File: config.mk
export PLATFORM = sky130hd
export DESIGN_NAME = i2c_master_byte
export DESIGN_NICKNAME = d
export VERILOG_FILES = /design/src/rtl/i2c_master_byte.sv
export SDC_FILE = /design/constraint.sdc
export NUM_CORES = 1
export LEC_CHECK = 0
export ABC_AREA = 1
export CORE_MARGIN = 2
export CORE_UTILIZATION = 27
export DETAILED_ROUTE_END_ITERATION = 10
export DONT_BUFFER_PORTS = 1
export MAX_ROUTING_LAYER = met4
export PLACE_DENSITY_LB_ADDON = 0.1
export SLEW_MARGIN = 20
export SYNTH_ARGS = -nofsm -noshare
export SYNTH_HDL_FRONTEND = slang
export SYNTH_SLANG_ARGS = --single-unit
File: constraint.sdc
create_clock -name clk_i -period 2.4 [get_ports clk_i]
set_clock_uncertainty 0.2 [all_clocks]
set_input_delay 0.48 -clock clk_i [delete_from_list [all_inputs] [get_ports clk_i]]
set_output_delay 0.48 -clock clk_i [all_outputs]
set_load 0.1 [all_outputs]
File: src/rtl/i2c_master_byte.sv
// Byte-level I2C master: START / WRITE / READ / STOP commands over valid/ready,
// quarter-period SCL timing from a fixed divider, open-drain SDA.
module i2c_master_byte #(
  parameter int unsigned CLK_DIV = 16
) (
  input  logic       clk_i,
  input  logic       rst_i,
  input  logic       cmd_valid_i,
  output logic       cmd_ready_o,
  input  logic [1:0] cmd_i,
  input  logic [7:0] wdata_i,
  input  logic       mack_i,
  output logic       rsp_valid_o,
  output logic [7:0] rdata_o,
  output logic       ack_o,
  output logic       err_o,
  output logic       bus_busy_o,
  output logic       scl_o,
  input  logic       sda_i,
  output logic       sda_o,
  output logic       sda_oe_o
);

  localparam int unsigned CW = $clog2(CLK_DIV);

  localparam logic [1:0] CMD_START = 2'b00;
  localparam logic [1:0] CMD_WRITE = 2'b01;
  localparam logic [1:0] CMD_READ  = 2'b10;
  localparam logic [1:0] CMD_STOP  = 2'b11;

  typedef enum logic [2:0] {S_IDLE, S_START, S_BIT, S_STOP, S_DONE} state_t;

  state_t          state, state_n;
  logic [CW-1:0]   cnt, cnt_n;
  logic [1:0]      qtr, qtr_n;
  logic [3:0]      bit_cnt, bit_n;
  logic [8:0]      sh, sh_n;
  logic [7:0]      rx, rx_n;
  logic            ack_r, ack_r_n;
  logic            illegal, illegal_n;
  logic [1:0]      op, op_n;

  logic            ready_n, rsp_n, ack_n, err_n, busy_n, scl_n, sda_n, oe_n;
  logic [7:0]      rdata_n;
  logic            last_q, slot_end, drive_bus, drv_low;

  // State and output registers
  always_ff @(posedge clk_i) begin
    if (rst_i) begin
      state       <= S_IDLE;
      cnt         <= '0;
      qtr         <= '0;
      bit_cnt     <= '0;
      sh          <= '0;
      rx          <= '0;
      ack_r       <= 1'b1;
      illegal     <= 1'b0;
      op          <= CMD_START;
      cmd_ready_o <= 1'b1;
      rsp_valid_o <= 1'b0;
      rdata_o     <= '0;
      ack_o       <= 1'b1;
      err_o       <= 1'b0;
      bus_busy_o  <= 1'b0;
      scl_o       <= 1'b1;
      sda_o       <= 1'b1;
      sda_oe_o    <= 1'b0;
    end else begin
      state       <= state_n;
      cnt         <= cnt_n;
      qtr         <= qtr_n;
      bit_cnt     <= bit_n;
      sh          <= sh_n;
      rx          <= rx_n;
      ack_r       <= ack_r_n;
      illegal     <= illegal_n;
      op          <= op_n;
      cmd_ready_o <= ready_n;
      rsp_valid_o <= rsp_n;
      rdata_o     <= rdata_n;
      ack_o       <= ack_n;
      err_o       <= err_n;
      bus_busy_o  <= busy_n;
      scl_o       <= scl_n;
      sda_o       <= sda_n;
      sda_oe_o    <= oe_n;
    end
  end

  // Next state; bus pins are registered from the position being entered
  always_comb begin
    state_n   = state;
    cnt_n     = cnt;
    qtr_n     = qtr;
    bit_n     = bit_cnt;
    sh_n      = sh;
    rx_n      = rx;
    ack_r_n   = ack_r;
    illegal_n = illegal;
    op_n      = op;
    ready_n   = cmd_ready_o;
    rsp_n     = 1'b0;
    rdata_n   = rdata_o;
    ack_n     = ack_o;
    err_n     = err_o;
    busy_n    = bus_busy_o;
    scl_n     = scl_o;
    sda_n     = sda_o;
    oe_n      = sda_oe_o;
    drive_bus = 1'b0;
    drv_low   = 1'b0;
    last_q    = (cnt == CW'(CLK_DIV - 1));
    slot_end  = last_q && (qtr == 2'd3);

    if ((state == S_START) || (state == S_BIT) || (state == S_STOP)) begin
      cnt_n = last_q ? '0 : cnt + 1'b1;
      if (last_q) qtr_n = qtr + 2'd1;
    end

    case (state)
      S_IDLE: begin
        if (cmd_valid_i && cmd_ready_o) begin
          ready_n   = 1'b0;
          op_n      = cmd_i;
          cnt_n     = '0;
          qtr_n     = '0;
          bit_n     = 4'd8;
          sh_n      = (cmd_i == CMD_WRITE) ? {wdata_i, 1'b1} : {8'hFF, mack_i};
          illegal_n = (cmd_i != CMD_START) && !bus_busy_o;
          if (illegal_n) begin
            state_n = S_DONE;
          end else begin
            case (cmd_i)
              CMD_START: state_n = S_START;
              CMD_STOP:  state_n = S_STOP;
              default:   state_n = S_BIT;
            endcase
          end
        end
      end
      S_START, S_STOP: begin
        if (slot_end) state_n = S_DONE;
      end
      S_BIT: begin
        // Sample at the end of SCL high: data bits shift in, slot 9 is the ACK
        if ((qtr == 2'd2) && last_q) begin
          if (bit_cnt != 4'd0) rx_n = {rx[6:0], sda_i};
          else                 ack_r_n = sda_i;
        end
        if (slot_end) begin
          if (bit_cnt == 4'd0) state_n = S_DONE;
          else                 bit_n = bit_cnt - 4'd1;
        end
      end
      S_DONE: begin
        state_n = S_IDLE;
        rsp_n   = 1'b1;
        ready_n = 1'b1;
        err_n   = illegal;
        if (!illegal) begin
          case (op)
            CMD_START: busy_n  = 1'b1;
            CMD_STOP:  busy_n  = 1'b0;
            CMD_WRITE: ack_n   = ack_r;
            default:   rdata_n = rx;
          endcase
        end
      end
      default: state_n = S_IDLE;
    endcase

    case (state_n)
      S_START: begin
        drive_bus = 1'b1;
        scl_n     = (qtr_n == 2'd1) || (qtr_n == 2'd2);
        drv_low   = qtr_n[1];
      end
      S_STOP: begin
        drive_bus = 1'b1;
        scl_n     = (qtr_n != 2'd0);
        drv_low   = !qtr_n[1];
      end
      S_BIT: begin
        drive_bus = 1'b1;
        scl_n     = (qtr_n == 2'd1) || (qtr_n == 2'd2);
        drv_low   = !sh_n[bit_n];
      end
      default: ;
    endcase

    // A 1 is always sent by releasing the line
    if (drive_bus) begin
      oe_n  = drv_low;
      sda_n = !drv_low;
    end
  end

endmodule
==> reports/summary.md <==
The run gives 412 as the net total in the final layout. Of the total synthesized cell area, the portion taken by full adders, half adders and majority gates is 5.21%. The instance count after placement with tap cells included was 505; the count of warnings emitted by yosys was 0. The clock tree buffer depth came out at 2. After clock tree synthesis, the flow added hold-fix buffers numbering 0.

The data required time of the critical path came out at 2.41 ns. The predominant post-synthesis flop cell was sky130_fd_sc_hd__dfxtp_1. At the end of routability-driven placement, the weighted congestion stood at 0.864. The H-tree was split into 2 levels. For this run, the total global-route usage over all layers was measured as 12.5%. The final HPWL from detailed placement was 4640 µm; the number of optimization iterations in the first detailed-route pass was 5. The data arrival time of the critical path was 2.24 ns.

In this run the worst path has a maximum fanout of 6. For this design the ratio of total power to cell area is 674 mW/mm². The kind of cell with the highest combined delay on the critical path is simple AND/OR/NAND/NOR gates. The critical path's slowest cell was sky130_fd_sc_hd__dfxtp_1. Counting both buffers and inverters, the worst setup path holds a total of 2. On the final layout, the worst hold slack is 0.0343 ns. Relative to the synthesized area, the layout overhead comes to 17.6%. The portion of the post-synthesis area used by sequential elements came out at 37.9%. The tools report the wire length of the first global-routing pass as 10100 µm. The signal on the critical path passes through ha_2 -> nand3_4 -> nor2_8 -> buf_2 -> nand3_4 -> nand2_4 -> nand2_4 -> nand2_1 -> nand2_1 -> nand2_1 -> nand3_1 -> nand2_1 -> nand2_2 -> nand2_2 -> nand3_2 -> nand2_1 -> inv_1. Of the post-synthesis cell area, the part taken by muxes is 0%. The logs give 0.0106 mm² for the total die area and 0 for the total grt overflow. After synthesis, the cell types taking the most area are sky130_fd_sc_hd__dfxtp_1 38%, sky130_fd_sc_hd__nand2_1 9.8%, sky130_fd_sc_hd__nor2_1 8.8%, sky130_fd_sc_hd__o21ai_0 5.7%, sky130_fd_sc_hd__ha_1 5.2%. After Yosys synthesis, and, or, nand and nor cells account for 35.6% of the synthesized area. The largest stage delay on the critical path was 0.36 ns. The tools report the placement-stage worst setup slack as 0.148 ns. The wire length reported by the detailed router came out at 6140 µm. Cell repeated most along the worst path: sky130_fd_sc_hd__nand2_1. The post-detailed-route wirelength per cell came out at 11.8 µm. The tree is rooted in a sky130_fd_sc_hd__clkbuf_8. The max-slew violation total from the final report is 0. The category of the worst setup path launch point is a flip-flop. The combinational family with the most area after synthesis is simple AND/OR/NAND/NOR gates.

The post-layout instance area came out at 0.00310 mm². The floorplan has 36 rows. In this run the biggest area consumer among cell types represents 37.9% of the synthesized area.

The clock period minus worst slack is 2.23 ns. The synthesized-area fraction occupied by ao, oa, aoi and oai cells is 12.9%, and the number of antenna violations at the first check in global routing is 0. The final critical path takes up 92.8% of the cycle. The logs give 449 MHz for the maximum clock frequency and 0 for the count of nets left with antenna violations after detail routing. The number of max-capacitance violations reported is 0, and the total number of clock tree sinks is 50. During I/O placement, the number of pins put on the boundary was 31. The run finished with clean final reports. The die is 103 µm tall.

In this run, distinct cell masters in the synthesized netlist total 38. In the post-route analysis, the smallest setup slack over all paths is 0.172 ns. The synthesis-stage register bit count is 50, and the number of port buffers is 0.

The synthesized area per cell is 7.37 µm², and the maximum vdd drop is 0.000244 V. In this run the worst hold path is classified as in -> reg. Excluding fillers, the count of instances in the completed layout stands at 520. The logs give 0 for the final antenna diode count and 2.09 mW for the final total power.

The routed layout has 2226 vias. TritonCTS built the clock tree. The fraction of final layout cells with drive strength greater than 1 was 22.5%; the setup violation total in the final timing report was 0.

The clock-pin slew on the worst setup and hold paths is 0.10 ns. The number of nets handed over by synthesis was 384. The total area inside the core boundary comes to 0.00964 mm².

Entering global routing, the biggest net connects 24 pins. The horizontal die dimension is 103 µm, and the total DRC errors in the routed layout is 0. Via count of the first global-routing pass: 2061. The post-detailed-placement cell area is 0.00292 mm², and the slew of the pin with the lowest slew margin is 0.358 ns. The number of vias per cell works out to 4.28. sky130_fd_sc_hd__dfxtp_1 takes more of the synthesized area than any other cell.

Clock latency on the worst-skew pair, taken at its later pin, is 0.31 ns. Summed over all cells, the static leakage comes to 1.41 nW. Counting flops with an async set or reset pin after synthesis yields a share of 0%. The nature of the critical path endpoint was a flip-flop.

In this run the tightest slew margin relative to its limit is 76.1%. The run gives 358 as the count of mapped cells out of synthesis. Final-report hold violation count: 0.

Summing the areas of all xor and xnor instances in the mapped netlist gives 0.664% of the synthesized area. Once the floorplan was initialized, standard cells occupied 27.4% of the core. The logs give 99 for the violation count after the first detailed-routing iteration and 5 for the CTS buffer count. Summing every instance area after synthesis gives 0.00264 mm².

The number of synthesized flops with an enable pin works out to 0. The critical path class is reg -> reg.
per-stage QoR:
step                setup TNS (ns)  utilization (%)
floorplan                        0                -
global placement                 0             30.3
detailed placement               0             30.3
CTS                              0             31.5
global route              -0.00697             32.2
finish                           0             32.2
area by class of cell:
class | count | area (µm²)
clock buffer | 6 | 82.6
clock inverter | 2 | 38.8
fill | 1099 | 6540
inverter | 43 | 161
multi-input combinational | 259 | 1450
sequential | 50 | 1000
tap | 133 | 166
timing repair buffer | 27 | 200
cell usage after synthesis, types with 2 or more instances:
| library cell | instances |
|---|---|
| sky130_fd_sc_hd__a21oi_1 | 15 |
| sky130_fd_sc_hd__a21oi_2 | 3 |
| sky130_fd_sc_hd__buf_6 | 2 |
| sky130_fd_sc_hd__clkbuf_1 | 3 |
| sky130_fd_sc_hd__dfxtp_1 | 50 |
| sky130_fd_sc_hd__ha_1 | 11 |
| sky130_fd_sc_hd__inv_1 | 34 |
| sky130_fd_sc_hd__inv_2 | 8 |
| sky130_fd_sc_hd__nand2_1 | 69 |
| sky130_fd_sc_hd__nand2_2 | 7 |
| sky130_fd_sc_hd__nand2_4 | 6 |
| sky130_fd_sc_hd__nand3_1 | 20 |
| sky130_fd_sc_hd__nand3_4 | 2 |
| sky130_fd_sc_hd__nor2_1 | 62 |
| sky130_fd_sc_hd__nor2_2 | 3 |
| sky130_fd_sc_hd__nor2_4 | 7 |
| sky130_fd_sc_hd__nor3_1 | 2 |
| sky130_fd_sc_hd__o21a_1 | 2 |
| sky130_fd_sc_hd__o21ai_0 | 30 |
| sky130_fd_sc_hd__o21ai_2 | 2 |
| sky130_fd_sc_hd__or2_2 | 2 |
| sky130_fd_sc_hd__xor2_1 | 2 |
routing by layer:
metal / routed length (µm) / vias to the layer above / global-route usage (%)
met5: 0 / - / -
met4: 42 / 0 / 2.73
met3: 172 / 4 / 2.31
met2: 2690 / 31 / 18.5
met1: 3230 / 988 / 17.6
li1: - / 1203 / -
flip-flops by register name, summed over array words and instances, names as in the netlist:
register and flops:
rsp_valid_o 1, cmd_ready_o 1, rx 8, sda_oe_o 1, bus_busy_o 1, bit_cnt 4
state 3, scl_o 1, cnt 4, rdata_o 8, sda_o 1, sh 9
ack_r 1, ack_o 1, qtr 2, err_o 1, op 2, illegal 1
final timing paths:
kind | start | endpoint | slack [ns] | depth (start not counted)
worst min-delay path | rst_i | rsp_valid_o | 0.03 | 1
worst min register to register | cnt[0] | cnt[0] | 0.26 | 1
worst max-delay path | cnt[1] | sda_oe_o | 0.17 | 17
worst max register to register | cnt[1] | sda_oe_o | 0.17 | 17
power breakdown:
group / total, mW / switching [mW] / leakage, nW / internal [mW]
clock: 0.652 / 0.308 / 0.0618 / 0.344
sequential: 0.918 / 0.0357 / 0.407 / 0.882
combinational: 0.522 / 0.368 / 0.945 / 0.153
logic make-up after synthesis:
kind of cell	Yosys count
xor gates and xnor gates	2
AOI/OAI and AO/OA	58
and+or+nand+nor	188
DFF	50
buffers and inverters	49
adders and majority gates	11
cell usage in the layout (no fill, tap or decap), drive strengths merged, types with 4 or more instances in the layout:
master | netlist | final
nand3 | 23 | 23
a21oi | 18 | 18
o21ai | 33 | 33
clkbuf | 4 | 6
nor3 | 4 | 4
dfxtp | 50 | 50
nand2 | 82 | 82
buf | 2 | 27
inv | 42 | 43
nor2 | 73 | 73
ha | 11 | 11
what timing repair did:
action | 4_1_cts | 5_1_grt
endpoints found under the setup margin | 0 | 2
setup buffers | 0 | 7
resized for setup | 0 | 6
Power figures use the tool's default switching activity.
